===== config.mk =====
export PLATFORM = sky130hd
export DESIGN_NAME = wb_select_stage
export DESIGN_NICKNAME = d
export VERILOG_FILES = /design/src/rtl/wb_select_stage.sv
export SDC_FILE = /design/constraint.sdc
export NUM_CORES = 1
export LEC_CHECK = 0
export ABC_AREA = 0
export ABC_CLOCK_PERIOD_IN_PS = 1900
export BUFFER_PORTS_ARGS = -buffer_cell sky130_fd_sc_hd__buf_2
export CORE_AREA = 3 3 104 106
export DETAILED_ROUTE_END_ITERATION = 8
export DIE_AREA = 0 0 107 109
export PLACE_DENSITY_LB_ADDON = 0.3
export SLEW_MARGIN = 20
export SYNTH_ARGS = -nofsm -noshare
export SYNTH_HDL_FRONTEND = slang
export SYNTH_SLANG_ARGS = --single-unit

===== constraint.sdc =====
create_clock -name clk -period 1.9 [get_ports clk]
set_input_delay 0 -clock clk [delete_from_list [all_inputs] [get_ports clk]]
set_output_delay 0 -clock clk [all_outputs]
set_load 0.02 [all_outputs]

===== src/rtl/wb_select_stage.sv =====
// ---------------------------------------------------------------------------
// wb_select_stage
//
// Writeback stage of the LC2K pipeline. Picks one of NUM_SRC result sources
// (0 = memResult, 1 = aluResult, 2 = pcPlusOne, ...), registers the chosen
// value together with its destination register, and presents a register-file
// write port. A two-entry skid buffer (head H + skid S) lets in_ready be a
// function of registered state only.
//
// Handshake: a record transfers on a side when that side's valid and ready
// are both high at a rising clock edge. Valid never waits for ready, and
// in_ready never looks at in_valid.
//
// Ports
//   clk, reset                 clock, synchronous active-high reset
//   in_valid / in_ready        upstream handshake
//   in_src                     packed sources, source k at [k*DATA_W +: DATA_W]
//   in_sel                     source select
//   in_dest, in_wr_en          destination register and write-enable of record
//   flush                      discard every held record
//   out_ready / out_valid      downstream handshake on the head record
//   out_we, out_dest, out_data register-file write port
//   fwd_valid/dest/data        forwarding tap (mirrors the write port)
//   retire_cnt                 count of consumed records that wrote a register
//   sel_err                    sticky flag: a record arrived with a bad in_sel
// ---------------------------------------------------------------------------
module wb_select_stage #(
  parameter int DATA_W      = 32,
  parameter int NUM_SRC     = 3,
  parameter int SEL_W       = (NUM_SRC > 1) ? $clog2(NUM_SRC) : 1,
  parameter int REG_AW      = 3,
  parameter int ZERO_REG_RO = 0,
  parameter int CNT_W       = 16
) (
  input  logic                      clk,
  input  logic                      reset,
  input  logic                      in_valid,
  output logic                      in_ready,
  input  logic [NUM_SRC*DATA_W-1:0] in_src,
  input  logic [SEL_W-1:0]          in_sel,
  input  logic [REG_AW-1:0]         in_dest,
  input  logic                      in_wr_en,
  input  logic                      flush,
  input  logic                      out_ready,
  output logic                      out_valid,
  output logic                      out_we,
  output logic [REG_AW-1:0]         out_dest,
  output logic [DATA_W-1:0]         out_data,
  output logic                      fwd_valid,
  output logic [REG_AW-1:0]         fwd_dest,
  output logic [DATA_W-1:0]         fwd_data,
  output logic [CNT_W-1:0]          retire_cnt,
  output logic                      sel_err
);

  typedef struct packed {
    logic [DATA_W-1:0] data;
    logic [REG_AW-1:0] dest;
    logic              wr_en;
  } rec_t;

  rec_t             h_q, h_d;
  rec_t             s_q, s_d;
  logic             h_valid_q, h_valid_d;
  logic             s_valid_q, s_valid_d;
  logic [CNT_W-1:0] retire_cnt_q, retire_cnt_d;
  logic             sel_err_q, sel_err_d;

  logic [DATA_W-1:0] sel_data;
  logic              sel_bad;
  rec_t              in_rec;
  logic              accept;
  logic              consume;
  logic              head_we;

  // Source mux. An out-of-range select leaves sel_data at zero.
  always_comb begin
    sel_data = '0;
    for (int k = 0; k < NUM_SRC; k++) begin
      if (32'(in_sel) == k) sel_data = in_src[k*DATA_W +: DATA_W];
    end
  end

  assign sel_bad = (32'(in_sel) >= NUM_SRC);

  // A bad select is turned into a harmless non-writing record.
  always_comb begin
    in_rec       = '0;
    in_rec.data  = sel_data;
    in_rec.dest  = in_dest;
    in_rec.wr_en = in_wr_en && !sel_bad;
  end

  assign in_ready = !s_valid_q && !reset;
  assign accept   = in_valid && in_ready;
  assign consume  = h_valid_q && out_ready;

  // Writes to r0 are dropped when r0 is hard-wired to zero.
  assign head_we = h_valid_q && h_q.wr_en &&
                   !((ZERO_REG_RO != 0) && (h_q.dest == '0));

  // Next-state for the two-entry buffer, counter and error flag.
  always_comb begin
    h_d          = h_q;
    s_d          = s_q;
    h_valid_d    = h_valid_q;
    s_valid_d    = s_valid_q;
    retire_cnt_d = retire_cnt_q;
    sel_err_d    = sel_err_q;

    if (consume && head_we) retire_cnt_d = retire_cnt_q + CNT_W'(1);
    if (accept && sel_bad)  sel_err_d    = 1'b1;

    if (flush) begin
      // Everything held or arriving this cycle is discarded.
      h_valid_d = 1'b0;
      s_valid_d = 1'b0;
    end else if (!h_valid_q) begin
      if (accept) begin
        h_d       = in_rec;
        h_valid_d = 1'b1;
      end
    end else if (consume) begin
      if (s_valid_q) begin
        // in_ready was low, so nothing new arrives this cycle.
        h_d       = s_q;
        s_valid_d = 1'b0;
      end else if (accept) begin
        h_d = in_rec;
      end else begin
        h_valid_d = 1'b0;
      end
    end else if (accept) begin
      s_d       = in_rec;
      s_valid_d = 1'b1;
    end
  end

  always_ff @(posedge clk) begin
    if (reset) begin
      h_q          <= '0;
      s_q          <= '0;
      h_valid_q    <= 1'b0;
      s_valid_q    <= 1'b0;
      retire_cnt_q <= '0;
      sel_err_q    <= 1'b0;
    end else begin
      h_q          <= h_d;
      s_q          <= s_d;
      h_valid_q    <= h_valid_d;
      s_valid_q    <= s_valid_d;
      retire_cnt_q <= retire_cnt_d;
      sel_err_q    <= sel_err_d;
    end
  end

  assign out_valid  = h_valid_q;
  assign out_we     = head_we;
  assign out_dest   = h_q.dest;
  assign out_data   = h_q.data;
  assign fwd_valid  = head_we;
  assign fwd_dest   = h_q.dest;
  assign fwd_data   = h_q.data;
  assign retire_cnt = retire_cnt_q;
  assign sel_err    = sel_err_q;

endmodule


Word-level counts from Yosys, hierarchy flattened
Cells that the tools add are included.
{"block": "op_classes", "order_cmp": 1, "n_reduce_logical": 16, "n_addsub": 1, "bitwise_logic": 2, "n_shift": 0, "mul": 0, "n_mux": 13, "n_eq_ne": 3, "div_mod_pow": 0}
{"cell": "$mux 36", "count": 4}
{"cell": "$mux 32", "count": 3}
{"cell": "$add 16x1->16 const B", "count": 1}
{"cell": "$logic_and 1x1->1", "count": 7}
{"cell": "$mux 1", "count": 6}
{"cell": "$reduce_and 2->1", "count": 2}
{"cell": "$reduce_and 4->1", "count": 1}
{"cell": "$logic_not 1->1", "count": 3}
{"cell": "$eq 2x1->1 const B", "count": 1}
{"cell": "$eq 2x2->1 const B", "count": 1}
{"cell": "$ge 2x2->1 const B", "count": 1}
{"cell": "$logic_not 2->1", "count": 1}
{"cell": "$ne 2x1->1 const B", "count": 1}
{"cell": "$not 1->1", "count": 2}
{"cell": "$reduce_bool 2->1", "count": 1}
{"cell": "$reduce_or 2->1", "count": 1}
{"block": "word_totals", "in_bits": 107, "latch_bits": 0, "mem_bits_rw": 0, "reg_bits": 91, "romBits": 0, "wordCells": 46, "mem_count": 0, "out_inout_bits": 91}

Longest topological paths before layout
{"block": "logic_depth", "word_depth": 8, "depth_mapped": 7, "ltp_nobuf": 5}

Worst setup path after synthesis
Ideal clock, no wire load.
{"block": "synth_path", "path_type": "reg-to-reg", "start": "register retire_cnt_q[0], in the netlist retire_cnt[0]", "end": "register retire_cnt_q[10], in the netlist retire_cnt[10]", "slack_ns": 0.083, "setup_ns": 0.071, "n_path_buf": 0, "required_time_ns": 1.829, "t_arrival_ns": 1.746, "stages_incl_launch_ff": 6, "synth_period_minus_slack_ns": 1.817, "cell_sequence": "dfxtp_1 ha_1 inv_1 or4_4 or3_1 a21oi_1"}
{"block": "synth_via", "elab_chain_cells": 1}
{"element": "from (decl)", "line": "66", "source": "logic [CNT_W-1:0] retire_cnt_q, retire_cnt_d;"}
{"element": "from (signal assigned)", "line": "152", "source": "retire_cnt_q <= retire_cnt_d;"}
{"element": "$add 16x1->16", "line": "111", "source": "if (consume && head_we) retire_cnt_d = retire_cnt_q + CNT_W'(1);"}
Every way passes these cells.
A chain may end at the register's enable or synchronous reset.

Worst setup path after layout
{"block": "layout_path", "start": "register retire_cnt_q[0], in the netlist retire_cnt[0]", "end": "register retire_cnt_q[12], in the netlist retire_cnt[12]"}
The elaborated chain is that of the path after synthesis.

==> results.md <==
- Outcome: completed
- Number of global-route vias before repair: 3897
- Arrival time at the worst endpoint: 2.07 ns
- Worst IR Drop VDD: 0.348 mV
- First-pass GRT wire length: 19000 µm
- Sequential area share after synthesis: 0.378
- Antenna diodes: 0
- Clk root buf: clkbuf_8
- Crit path capture type: register
- Async SR Flop Fraction: 0
- Critical path startpoint: retire_cnt[0]
- Combinational power share: 0.161
- Slew @ Worst Pin: 0.890 ns
- Reg2reg start: retire_cnt[0]
- Initial core utilization: 0.489
- Post-CTS setup-driven buffer insertion count: 0
- Clock slew at reported path FFs: 0.09 ns
- DR vias/cell: 5.32
- Sw Ratio: 0.262
- Slew Limit Fails: 0
- Drt wl/cell: 15.3 µm
- Max cap viols: 0
- Clock Latency Late Sink: 0.35 ns
- Final Hold Viols: 0
- End of the critical path: retire_cnt[12]
- Rows: 36
- Final total power: 4.12 mW
- FF-to-FF End: retire_cnt[12]
- Commonest cells post-synth: 91 x dfxtp_1, 87 x nor2_1, 71 x buf_4
- Routability cong.: 0.783
- Count leader, synth: dfxtp_1
- Synth warn: 0
- Power share of the clock group: 0.357
- FF-to-FF setup slack: 0.11 ns
- Num CTS Buffers: 9
- LEAKAGE: 2.76 nW
- IO Pins: 198
- Layout area overhead: 18.9%
- Post-synth top area cell: dfxtp_1
- Synthesized area: 4820 µm²
- #FFs+latches synth: 91
- Internal power: 3.04 mW
- Core Box Area: 9860 µm²
- Setup Skew: 0.00742 ns
- Critical path class: register to register
- Final Core Density: 0.581
- Fmax achieved: 560 MHz
- Top post-synthesis cells by area: dfxtp_1 38%, buf_4 11%, mux2i_1 7.5%, nor2_1 6.8%, a2bb2oi_1 5.8%
- Routed Antenna Nets: 0
- CTS tree: built
- GRT Total Usage: 0.201
- DR pass1 iterations: 4
- Slew HR: 0.404
- Grt ovf: 0
- Number of flops mapped to enable cells by yosys: 0
- Fraction of layout cells with a size suffix above 1: 0.358
- DRC Markers: 0
- Setup crit start kind: register
- Largest net degree at the start of global routing: 44
- Ys flop type: dfxtp_1
- Pwr Density: 719 nW/µm²
- Die W: 107 µm
- PortBufs: 197
- Netlist cell types: 46
- Syn avg cell area: 8.83 µm²
- DP HPWL: 8800 µm
- Hold Path Class: primary input to register
- Detailed Route Iter0 Violations: 138
- CP max FO: 6
- Final setup fails: 0
- Die ar.: 11700 µm²
- Syn nets: 654
- Switching power: 1.08 mW
- Die Y: 109 µm
- DRT Wirelength: 12200 µm
- WHS: 0.0217 ns
- Area fraction of the dominant cell type after synthesis: 0.378
- Clock sink count: 91
- Flop pwr share: 0.482
- Gate Count Post-Synth: 546
- Worst reg-to-reg path cell count: 5
- Initial antenna violation count: 0
- Final period util: 0.941
- CP Data Required Time: 2.18 ns
- H-tree level count: 3
- CTS max path bufs: 2
- Vias after detailed routing: 4257
- Final period demand of the worst path: 1.79 ns
- # nets final: 770
## metrics by stage
step	setup TNS (ns)	setup WS, ns	instances	area (µm²)
final	0	0.113	800	5730
after global routing	-0.0183	-0.0183	800	5730
after CTS	0	0.0523	800	5720
after detailed placement	0	0.0766	777	5430
after global placement	0	0.121	777	5430
after floorplan	0	0.0835	546	4820
## power groups by stage
stage / Combinational (mW) / Clock, mW / Sequential, mW
global placement: 0.647 / 0 / 2.03
detailed placement: 0.659 / 0 / 2.03
CTS: 0.673 / 1.51 / 1.99
floorplan: 0.491 / 0 / 2.03
global route: 0.722 / 1.60 / 1.99
finish: 0.665 / 1.47 / 1.99
## state kept, by name, summed over array words and instances, names as in the netlist
register and flops:
fwd_dest 3, s_valid_q 1, out_valid 1, s_q 36, fwd_data 32, retire_cnt 16
sel_err 1, h_q 1
## cell type report
class | instances | area, µm²
multi-input cells | 336 | 2270
flip-flops and latches | 91 | 1820
well taps | 133 | 166
clock buffers | 11 | 141
fillers | 881 | 4130
repair buffers | 219 | 1230
inverters | 5 | 18.8
clock inverters | 5 | 85.1
## worst min-delay path by stage
stage               slack, ns        from  cells after the start   endpoint
floorplan                0.12   out_ready                      1  s_valid_q
global placement         0.26  in_dest[2]                      3     s_q[3]
detailed placement       0.27  in_dest[2]                      3     s_q[3]
CTS                      0.01       reset                      2    sel_err
global route             0.03       reset                      2    sel_err
finish                   0.02       reset                      2    sel_err
## kinds of logic after synthesis
kind of cell             Yosys count  share of synthesized area
buffers and inverters            119                      0.156
flip-flops                        91                      0.378
AO/OA/AOI/OAI                    146                      0.228
AND/OR/NAND/NOR                  142                      0.140
multiplexers                      39                     0.0817
adder cells (fa/ha/maj)            1                    0.00259
XOR/XNOR                           8                     0.0145
## worst max-delay path: stages, from the launching register on
cell and delay [ns]:
dfxtp_1 0.41, ha_2 0.23, inv_1 0.05, or4_4 0.57, or3_1 0.32, a21oi_1 0.14
## metal layers
metal	vias up	GRT usage	wire (µm)
li1	2126	-	-
met1	2002	0.245	5110
met2	123	0.365	6370
met3	6	0.0379	645
met4	0	0.0539	78
met5	-	0	0
## cells in the final DEF (no fill, tap or decap), types with 7 or more instances in the layout
master	netlist	routed
nor2_1	87	86
nand3_1	13	13
mux2i_1	36	36
clkbuf_8	0	10
a2bb2oi_1	32	32
dfxtp_1	91	91
nand2_1	10	9
a211oi_1	32	32
buf_2	12	197
a21oi_1	38	38
a22o_1	31	31
buf_4	71	10
dlygate4sd3_1	0	7
## timing repair
item | in CTS | in global routing
hold buffers | 7 | 0
resized for setup | 0 | 2
setup endpoints to repair | 0 | 2
endpoints found under the hold margin | 10 | 0
Note: power is estimated with default switching activity, not from simulation.
